`src/rtl/pwm_drive_if.sv`:
```
// Duty-control handshake between the duty-cycle store and the PWM output stage.
// The store drives en/dc_control and samples trigger; the output stage drives the waveform side.
interface pwm_drive_if;
  logic       en;
  logic [2:0] dc_control;
  logic [2:0] trigger;
  logic       pwm;
  logic [2:0] duty_applied;
  logic       period_start;

  modport master (
    output en, dc_control,
    input  trigger, pwm, duty_applied, period_start
  );

  modport slave (
    input  en, dc_control,
    output trigger, pwm, duty_applied, period_start
  );
endinterface

```
`src/rtl/pwm_drive.sv`:
```
// PWM output stage: 8-phase period of PRESCALE cycles per phase, duty loaded (optionally slewed) at boundaries.
// New duty shows on pwm the cycle trigger returns to 0; no backpressure, en low clears everything next edge.
module pwm_drive #(
  parameter int PRESCALE = 4,
  parameter bit SLEW     = 1'b1
) (
  input  logic        clk,
  input  logic        rst,
  pwm_drive_if.slave  bus
);

  localparam int            PW   = (PRESCALE > 1) ? $clog2(PRESCALE) : 1;
  localparam logic [PW-1:0] PMAX = PW'(PRESCALE - 1);

  logic [PW-1:0] pcnt, pcnt_nx;
  logic [2:0]    trig, trig_nx;
  logic [2:0]    duty, duty_nx;
  logic          pwm_q, pwm_nx;
  logic          ps_q, ps_nx;
  logic          tick, bnd;

  always_comb begin
    pcnt_nx = '0;
    trig_nx = '0;
    duty_nx = '0;
    ps_nx   = 1'b0;
    pwm_nx  = 1'b0;
    tick    = (pcnt == PMAX);
    bnd     = tick && (trig == 3'd7);
    if (bus.en) begin
      pcnt_nx = tick ? '0 : pcnt + PW'(1);
      trig_nx = tick ? trig + 3'd1 : trig;
      duty_nx = duty;
      if (bnd) begin
        // Slewed steps move toward the request, so 3-bit arithmetic never wraps.
        if (SLEW == 1'b0)
          duty_nx = bus.dc_control;
        else if (bus.dc_control > duty)
          duty_nx = duty + 3'd1;
        else if (bus.dc_control < duty)
          duty_nx = duty - 3'd1;
      end
      ps_nx  = bnd;
      // Compare against next-state values so pwm lines up with the trigger it is registered with.
      pwm_nx = (trig_nx < duty_nx);
    end
  end

  always_ff @(posedge clk or negedge rst) begin
    if (!rst) begin
      pcnt  <= '0;
      trig  <= '0;
      duty  <= '0;
      pwm_q <= 1'b0;
      ps_q  <= 1'b0;
    end else begin
      pcnt  <= pcnt_nx;
      trig  <= trig_nx;
      duty  <= duty_nx;
      pwm_q <= pwm_nx;
      ps_q  <= ps_nx;
    end
  end

  assign bus.trigger      = trig;
  assign bus.pwm          = pwm_q;
  assign bus.duty_applied = duty;
  assign bus.period_start = ps_q;

endmodule

```
`src/flat_wrapper.sv`:
```
// flat-port wrapper written by rule: the top's interface ports become plain ports
module pwm_drive_flat 
#(
  parameter int PRESCALE = 4,
  parameter bit SLEW     = 1'b1
)
  (clk, rst, bus_en, bus_dc_control, bus_trigger, bus_pwm, bus_duty_applied, bus_period_start);
  pwm_drive_if bus_i ();
  input  logic clk;
  input  logic rst;
  input wire logic [$bits(bus_i.en)-1:0] bus_en;
  input wire logic [$bits(bus_i.dc_control)-1:0] bus_dc_control;
  output wire logic [$bits(bus_i.trigger)-1:0] bus_trigger;
  output wire logic [$bits(bus_i.pwm)-1:0] bus_pwm;
  output wire logic [$bits(bus_i.duty_applied)-1:0] bus_duty_applied;
  output wire logic [$bits(bus_i.period_start)-1:0] bus_period_start;
  assign bus_i.en = bus_en;
  assign bus_i.dc_control = bus_dc_control;
  assign bus_trigger = bus_i.trigger;
  assign bus_pwm = bus_i.pwm;
  assign bus_duty_applied = bus_i.duty_applied;
  assign bus_period_start = bus_i.period_start;
  pwm_drive #(.PRESCALE(PRESCALE), .SLEW(SLEW)) u_core (.clk(clk), .rst(rst), .bus(bus_i));
endmodule
```
`config.mk`:
```
export PLATFORM = sky130hd
export DESIGN_NAME = pwm_drive_flat
export DESIGN_NICKNAME = d
export VERILOG_FILES = /design/src/rtl/pwm_drive_if.sv /design/src/rtl/pwm_drive.sv /design/src/flat_wrapper.sv
export SDC_FILE = /design/constraint.sdc
export NUM_CORES = 1
export LEC_CHECK = 0
export CAP_MARGIN = 20
export CORE_AREA = 2 2 39 41
export CTS_CLUSTER_DIAMETER = 30
export DETAILED_ROUTE_END_ITERATION = 10
export DIE_AREA = 0 0 41 43
export HOLD_SLACK_MARGIN = 0.08
export PLACE_DENSITY = 0.81
export REMOVE_ABC_BUFFERS = 1
export SETUP_SLACK_MARGIN = 0.5
export SLEW_MARGIN = 25
export SYNTH_ARGS = -nofsm -noshare
export SYNTH_HDL_FRONTEND = slang
export SYNTH_SLANG_ARGS = --single-unit
```
`constraint.sdc`:
```
create_clock -name clk -period 4 [get_ports clk]
set_clock_uncertainty 0.15 [all_clocks]
set_input_delay 0.8 -clock clk [delete_from_list [all_inputs] [get_ports clk]]
set_output_delay 0.8 -clock clk [all_outputs]
set_load 0.005 [all_outputs]
```
### After elaboration in Yosys (flattened, before gate mapping)

Cells that the tools add are included.
Widths: inputs -> output; s select.

* flip-flop bits (word level): 10
* input port bits: 6
* output and inout port bits: 8
* word-level logic and storage cells: 26

* $add $sub $neg: 4
* $lt $le $gt $ge: 3
* equality and inequality tests: 2
* multiplexer cells: 11
* reductions and logical operators: 1

Operators by type and width (number)
* $mux 3: 7
* $add 3x1->3 const B: 2
* $lt 3x3->1: 2
* $mux 2: 2
* $eq 3x3->1 const B: 1
* $gt 3x3->1: 1
* $sub 3x1->3 const B: 1
* $add 2x1->2 const B: 1
* $eq 2x2->1 const B: 1
* $mux 1: 2
* $logic_and 1x1->1: 1

### Depth between registers and ports, before layout

Gate-level depths: netlist (run 1).

* depth after elaboration: 7
* depth in mapped cells: 10
* mapped depth without buffers: 10

### Worst setup path before layout (run 1)

OpenSTA, ideal clock, no wires.

* path type: input to register
* from: input port bus_dc_control[2]
* to: register u_core.pwm_q, in the netlist u_core.bus.pwm
* library setup time: 0.082 ns
* data arrival time: 2.335 ns
* data required time: 3.768 ns
* setup slack: 1.433 ns
* cell stages on the path: 9
* path buffers: 0
* cells stage by stage: ha_1 -> a21oi_1 -> a21oi_1 -> nor3b_2 -> xnor2_1 -> ha_1 -> nand3_1 -> nand4b_1 -> a31oi_1

* word-level cells in the longest chain between the ends: 7
* elaborated cells between the ends (all ways): 8
* those cells by class: order compare (3); mux (5)

Ends and longest elaborated chain
* start: declaration: RTL line flat_wrapper.sv:12 `input wire logic [$bits(bus_i.dc_control)-1:0] bus_dc_control;`
* $lt 3x3->1: RTL line pwm_drive.sv:40 `else if (bus.dc_control < duty)`
* $mux 3: RTL line pwm_drive.sv:40
* $mux 3 *: RTL line pwm_drive.sv:38 `else if (bus.dc_control > duty)`
* $mux 3 *: RTL line pwm_drive.sv:34 `if (bnd) begin`
* $mux 3 *: RTL line pwm_drive.sv:30 `if (bus.en) begin`
* $lt 3x3->1 *: RTL line pwm_drive.sv:45 `pwm_nx = (trig_nx < duty_nx);`
* $mux 1 *: RTL line pwm_drive.sv:30
* net u_core.pwm_nx: RTL line pwm_drive.sv:18 `logic pwm_q, pwm_nx;`
* end signal: assignment: RTL line pwm_drive.sv:60 `pwm_q <= pwm_nx;`
* end: declaration: RTL line pwm_drive.sv:18

The timed path passes the listed nets; every way through them passes the cells marked *. The select of a mux whose other input is x is not followed.

### Final worst setup path (run 1)

Same ends and word-level chain as after synthesis.

==> key figures, run 1 <==
Global route
  • Met3 Use GR: 0.03141
  • Largest net degree at the start of global routing: 12
  • M1 GR Usage: 0.2310
  • Initial antenna violation count: 0
  • Vias in the first global route: 479
  • Top Usage Layer GRT: met2
  • GRT overflow: 0
  • First-pass GRT wire length: 2049 um
  • Met2 usage: 0.2531
  • Total Routing Usage GR: 0.1741

Pwr
  • Sw Ratio: 0.2417
  • Combinational share of power: 0.123
  • Switching pwr: 55.46 uW
  • Clock group share of total power: 0.414
  • P per Cell Area: 275.3 nW/um^2
  • Seq pwr share: 0.463
  • Leak Pwr: 0.3933 nW
  • Cell Int Power: 174.0 uW
  • Worst VDD drop: 0.1574 mV

Clocking
  • Root cell of the clock tree: clkbuf_4
  • Clock Tree Buf Depth: 2
  • TritonCTS Buffers: 3
  • Postcts setup bufs: 0
  • Clk Latency, worst-skew pair: 0.27 ns
  • CTS tree: built
  • Clock slew at reported path FFs: 0.07 ns
  • CTS Sinks: 10
  • CTS Hold Bufs: 0
  • Cts repair resizes: 0
  • Number of H-tree levels: 1

Critical path
  • Worst flop-to-flop path endpoint: u_core.bus.pwm
  • Critical Path Start Type: input pin
  • Critical path class: input pin to flop
  • Worst EP required: 4.04 ns
  • Flop2flop setup slack: 1.51 ns
  • R2R depth: 10
  • RR Startpoint: u_core.bus.duty_applied[2]
  • CP arrival: 2.96 ns
  • CP Max Fanout: 4
  • Crit end category: flop

Final layout
  • Non-Filler Instances: 90
  • Seq. cell area: 250.2 sq um
  • Area taken by multi-input logic gates: 381.6 sq um
  • Share of cells above drive strength 1: 0.1486
  • Area Overhead vs Synth: 28.08%
  • Filler Cell Count: 124
  • Diodes inserted: 0
  • Nets: 91

Worst hold path
  • HP Start: u_core.pcnt[0]
  • Worst hold path depth: 1
  • Worst min path class: flop to flop
  • Worst min-delay path endpoint: u_core.pcnt[0]

STA
  • RSZ-0062 raised after global routing: false
  • Setup-failing EPs final: 0
  • Final Max Slew Viols: 0
  • TNS Setup: 0 ns
  • Minimum clock period: 2.915 ns
  • Relative slew slack: 0.6689
  • Period Utilization, post-route: 0.7288
  • Worst Tran Pin Value: 0.4952 ns
  • Highest Clock Rate: 343.0 MHz
  • Final hold viol count: 0

Detailed routing
  • Drt pass-1 iters: 2
  • Post-route DRC: 0
  • Vias per inst: 5.300
  • DR iter-0 viols: 5
  • Antenna Nets Post-Route: 0
  • WL per Instance: 13.49 um
  • Via count: 477
  • Detailed Route WL: 1214 um

Logic synthesis
  • Synth Area in Adders: 0.1923
  • Yosys warnings: 0
  • Compound-Gate Fraction of Synth Area: 0.09423
  • Largest family of logic cells by synthesized area: simple AND/OR/NAND/NOR gates
  • FF+latch count, synth: 10
  • Post-synthesis sequential area ratio: 0.3846
  • Post-synth design cell area: 650.6 sq um
  • Syn Area/Cell: 11.22 sq um
  • Commonest cells post-synth: dfrtp_1 (10), ha_1 (10), nand2_1 (5)
  • EDFF count, synth: 0
  • Synth Area in Simple Gates: 0.1962
  • Share of the synthesized area in the top cell type: 0.3846
  • Top cells by area, synth: dfrtp_1 (38%), ha_1 (19%), xnor2_1 (4.0%), and2_1 (3.8%), nor3b_2 (3.8%)
  • Post-synthesis mux area share: 0.05000
  • Asr flop ratio synth: 1.000
  • Cell taking the most area after synthesis: dfrtp_1
  • Yosys cell types: 24
  • Ys flop type: dfrtp_1
  • Post-Synthesis Cells: 58
  • Xor/xnor share of the synthesized area: 0.05385

Floorplan
  • I/O pin cnt: 14
  • Row count: 14
  • Total core area: 1384 sq um
  • Initial Util: 0.4702
  • Die Y: 43 um
  • Width of the die: 41 um
  • Die Area: 1763 sq um

Placement
  • Inst Count DP: 86
  • Post-DP HPWL: 964.6 um
  • I/O Buffers: 13
  • RD Place Congestion: 0.8212

Flow run
  • Number of max-cap violations: 0

Run status
  • Status: finished clean
[cell usage in the layout, fill, tap and decap left out]
master / n
nand3b_1: 2
clkbuf_8: 1
nor2b_1: 1
a31oi_1: 1
a21oi_1: 2
nor3b_2: 2
nor3b_1: 1
and3_1: 1
nand4b_1: 1
clkdlybuf4s50_1: 13
o21ai_0: 1
o211ai_4: 1
dfrtp_1: 10
xnor2_1: 3
mux2i_1: 1
a31o_2: 1
xor2_1: 1
clkbuf_4: 3
nand2_1: 5
inv_1: 4
o211a_1: 1
nand3_2: 1
ha_1: 10
and2_1: 4
mux2_2: 2
nand3_1: 1
[critical path, stage by stage]
cell and delay (ns):
clkdlybuf4s50_1 0.41, ha_1 0.34, a21oi_1 0.23, a21oi_1 0.12, nor3b_2 0.28, xnor2_1 0.16, ha_1 0.28, nand3_1 0.10
nand4b_1 0.10, a31oi_1 0.15
[cell type report]
type / instances / share of cell area
multi-input combinational: 43 / 0.4580
sequential: 10 / 0.3003
timing repair buffer: 13 / 0.1562
clock buffer: 4 / 0.04354
tap: 16 / 0.02402
inverter: 4 / 0.01802
[registers in the layout (all words and copies together) (netlist names)]
name,cells
u_core.bus.duty_applied,3
u_core.bus.period_start,1
u_core.bus.pwm,1
u_core.bus.trigger,3
u_core.pcnt,2
[logic make-up (layout without fill, tap and decap cells)]
group | Yosys count | count (layout)
AOI/OAI and AO/OA | 7 | 7
xor gates and xnor gates | 4 | 4
adders and majority gates | 10 | 10
buffers and inverters | 5 | 21
DFF | 10 | 10
muxes | 3 | 3
and+or+nand+nor | 19 | 19
[metal layers]
layer,share of wire,up-vias
met3,0.028,5
met1,0.46,229
met4,0.025,0
met2,0.49,9
met5,0,-
li1,-,234
[worst max-delay path by stage]
stage | from | endpoint | slack (ns) | cells after the start
final | bus_dc_control[2] | u_core.bus.pwm | 1.08 | 10
after global routing | bus_dc_control[2] | u_core.bus.pwm | 0.94 | 10
after CTS | bus_dc_control[2] | u_core.bus.pwm | 1.08 | 10
after detailed placement | bus_dc_control[2] | u_core.bus.pwm | 0.80 | 10
after global placement | bus_dc_control[2] | u_core.bus.pwm | 0.94 | 10
after floorplan | bus_dc_control[2] | u_core.bus.pwm | 1.43 | 9
[through the flow]
stage                     worst slack, ns  power, mW  utilization  hold slack [ns]  instance area, sq um
after floorplan                     1.433     0.1233            -           0.2639                 646.9
after global placement             0.9394     0.1352       0.5759           0.2744                 797.0
after detailed placement           0.7952     0.1369       0.5759           0.2852                 797.0
after CTS                           1.079     0.2298       0.6022           0.2946                 833.3
after global routing               0.9403     0.2387       0.6022           0.3187                 833.3
final                               1.085     0.2294       0.6022           0.2931                 833.3
[power groups by stage]
stage / Combinational [mW] / Clock (mW) / Sequential, mW
after global routing: 0.0315 / 0.100 / 0.107
after global placement: 0.0271 / 0 / 0.108
final: 0.0283 / 0.0950 / 0.106
after detailed placement: 0.0286 / 0 / 0.108
after floorplan: 0.0153 / 0 / 0.108
after CTS: 0.0288 / 0.0947 / 0.106
No activity file was read; power rests on OpenSTA's default activity.
==> inputs of run 2 (changes only) <==
- CORE_AREA: 2 2 39 41 -> not set
- CORE_UTILIZATION: not set -> 43
- DIE_AREA: 0 0 41 43 -> not set
- PLACE_DENSITY: 0.81 -> 0.76
- clock period: 4 -> 2.3 ns (I/O delays scaled with it)
==> key figures, run 2 (synthesized netlist as in run 1, its figures left out) <==
Clocking
  • Number of H-tree levels: 1 (unchanged)
  • Clk Latency, worst-skew pair: 0.27 ns (about the same)
  • Clock slew at reported path FFs: 0.07 ns (about the same)
  • Root cell of the clock tree: clkbuf_4 (unchanged)
  • TritonCTS Buffers: 3 (unchanged)
  • CTS Sinks: 10 (unchanged)
  • Clock Tree Buf Depth: 2 (unchanged)
  • CTS tree: built (unchanged)

Placement
  • RD Place Congestion: 0.7818 (was 0.8212)
  • Worst slack, placed: -0.4934 ns (was 0.7952 ns)
  • I/O Buffers: 13 (unchanged)
  • Inst Count DP: 87 (was 86)
  • Post-DP HPWL: 911.5 um (was 964.6 um)
  • Placement Cell Area: 810.8 sq um (was 797.0 sq um)

Global route
  • Vias in the first global route: 527 (was 479)
  • GRT overflow: 0 (unchanged)
  • Total Routing Usage GR: 0.2225 (was 0.1741)
  • Largest net degree at the start of global routing: 12 (unchanged)
  • Initial antenna violation count: 0 (unchanged)
  • First-pass GRT wire length: 2297 um (was 2049 um)

Critical path
  • Critical path's top delay family: adder cells (unchanged)
  • Critical path class: flop to flop (was input pin to flop)
  • CP Max Fanout: 3 (was 4)
  • Worst EP required: 2.34 ns (was 4.04 ns)
  • Crit end category: flop (unchanged)
  • Critical Path Max Stage Delay: 0.38 ns (was 0.41 ns)
  • Slowest stage cell, crit path: dfrtp_1 (was clkdlybuf4s50_1)
  • Critical Path Start Type: flop (was input pin)
  • CP arrival: 2.36 ns (was 2.96 ns)
  • Critical path, cell by cell: inv_2 -> ha_4 -> nand3b_1 -> buf_4 -> a21oi_4 -> nor3b_4 -> xnor2_1 -> ha_1 -> nand3_1 -> nand4b_1 -> a31oi_1 (was clkdlybuf4s50_1 -> ha_1 -> a21oi_1 -> a21oi_1 -> nor3b_2 -> xnor2_1 -> ha_1 -> nand3_1 -> nand4b_1 -> a31oi_1)
  • Worst Path Buf+Inv: 2 (was 1)

Floorplan
  • Initial Util: 0.4819 (was 0.4702)
  • Die Y: 40.90 um (was 43 um)
  • Die Area: 1673 sq um (was 1763 sq um)
  • Width of the die: 40.90 um (was 41 um)
  • Total core area: 1350 sq um (was 1384 sq um)
  • Row count: 13 (was 14)
  • I/O pin cnt: 14 (unchanged)

STA
  • Worst Tran Pin Value: 0.4438 ns (was 0.4952 ns)
  • Relative slew slack: 0.7032 (was 0.6689)
  • Final Max Slew Viols: 0 (unchanged)
  • TNS Setup: -0.02003 ns (was 0 ns)
  • Highest Clock Rate: 431.0 MHz
  • Setup ws final: -0.02003 ns (was 1.085 ns)
  • RSZ-0062 raised after global routing: true (was false)
  • Minimum clock period: 2.320 ns
  • Final hold viol count: 0 (unchanged)
  • Period Utilization, post-route: 1.009
  • Setup-failing EPs final: 1 (was 0)

Flow run
  • Number of max-cap violations: 0 (unchanged)

Detailed routing
  • Via count: 538 (was 477)
  • Detailed Route WL: 1562 um (was 1214 um)
  • Post-route DRC: 0 (unchanged)
  • DR iter-0 viols: 7 (was 5)
  • Drt pass-1 iters: 3 (was 2)
  • WL per Instance: 15.47 um (was 13.49 um)
  • Vias per inst: 5.327 (was 5.300)
  • Antenna Nets Post-Route: 0 (unchanged)

Final layout
  • Share of cells above drive strength 1: 0.3721 (was 0.1486)
  • Most frequent cells in the layout: buf_4 (11), dfrtp_1 (10), ha_1 (7) (was clkdlybuf4s50_1 (13), ha_1 (10), dfrtp_1 (10))
  • Filler Cell Count: 91 (was 124)
  • Seq. cell area: 250.2 sq um (unchanged)
  • Area Overhead vs Synth: 57.31% (was 28.08%)
  • Nets: 103 (was 91)
  • Commonest non-fill, non-tap cell in the layout: buf_4 (was clkdlybuf4s50_1)
  • Diodes inserted: 0 (unchanged)
  • Fin util: 0.7581 (was 0.6022)
  • Area taken by multi-input logic gates: 478.0 sq um (was 381.6 sq um)
  • Final instance area: 1023 sq um (was 833.3 sq um)
  • Non-Filler Instances: 101 (was 90)

Run status
  • Status: finished with violations (was finished clean)
  • Failing checks: negative setup slack

Worst hold path
  • Worst min path class: flop to flop (unchanged)

Pwr
  • Worst VDD drop: 0.4250 mV (was 0.1574 mV)
  • Leak Pwr: 0.5238 nW (was 0.3933 nW)
  • P per Cell Area: 404.6 nW/um^2 (was 275.3 nW/um^2)
## run 2: cell types whose count changed in the layout (fill, tap and decap cells not counted), moves of 3 or more
cell             change
clkdlybuf4s50_1      -8
inv_1                -3
ha_4                 +3
buf_4               +11
dlygate4sd2_1        +3
ha_1                 -3
clkdlybuf4s15_1      +3
inv_2                +3
## run 2: through the flow
stage                     hold WS (ns)  power, mW
after CTS                       0.2991     0.4169
after floorplan                0.01441     0.2144
after global placement          0.2819     0.2352
after global routing            0.3072     0.4345
after detailed placement        0.2873     0.2378
final                           0.3028     0.4141
## run 2: power by group
group	internal [mW]	switching [mW]	total (mW)
sequential	0.182	0.00303	0.185
clock	0.0963	0.0634	0.160
combinational	0.0351	0.0346	0.0697
total	0.313	0.101	0.414
## run 2: area by class of cell
cell class / count / area share
multi-input cells: 43 / 0.4670
flip-flops and latches: 10 / 0.2445
repair buffers: 25 / 0.2200
clock buffers: 4 / 0.03545
well taps: 15 / 0.01834
inverters: 4 / 0.01467
## run 2: repair_timing
item,in CTS,in global routing
gates resized for setup,24,5
pin swaps,12,3
setup buffers,5,5
setup endpoints to repair,7,5
hold buffers,0,0
## run 2: routing by layer
metal  up-vias  wire length, um  share of wire  global-route usage
met5         -                0              0                   0
met4         0               15         0.0096             0.09167
met3         3               66          0.042              0.1196
met2        13              814           0.52              0.3477
met1       260              666           0.43              0.2492
li1        262                -              -                   -
## run 2: worst reg2reg max path, cell delays in order (launching register included)
cell and delay (ns):
dfrtp_1 0.38, inv_2 0.07, ha_4 0.29, nand3b_1 0.14, buf_4 0.18, a21oi_4 0.13, nor3b_4 0.06, xnor2_1 0.14
ha_1 0.32, nand3_1 0.10, nand4b_1 0.10, a31oi_1 0.17
## run 2: worst paths after layout
kind / to / slack (ns) / from / cells after the start
worst max-delay path: u_core.bus.pwm / -0.02 / u_core.bus.duty_applied[1] / 11
worst min-delay path: u_core.pcnt[0] / 0.30 / u_core.pcnt[0] / 1
worst max register to register: u_core.bus.pwm / -0.02 / u_core.bus.duty_applied[1] / 11
worst min register to register: u_core.pcnt[0] / 0.30 / u_core.pcnt[0] / 1
max in group asynchronous: u_core.bus.duty_applied[2] / 1.35 / rst / 1
min in group asynchronous: u_core.pcnt[1] / 0.34 / rst / 1
==> inputs of run 3 (changes only) <==
- TNS_END_PERCENT: not set -> 100
==> results of run 3 <==
Same layout as run 2: the final DEF is identical, and so are final timing and power.
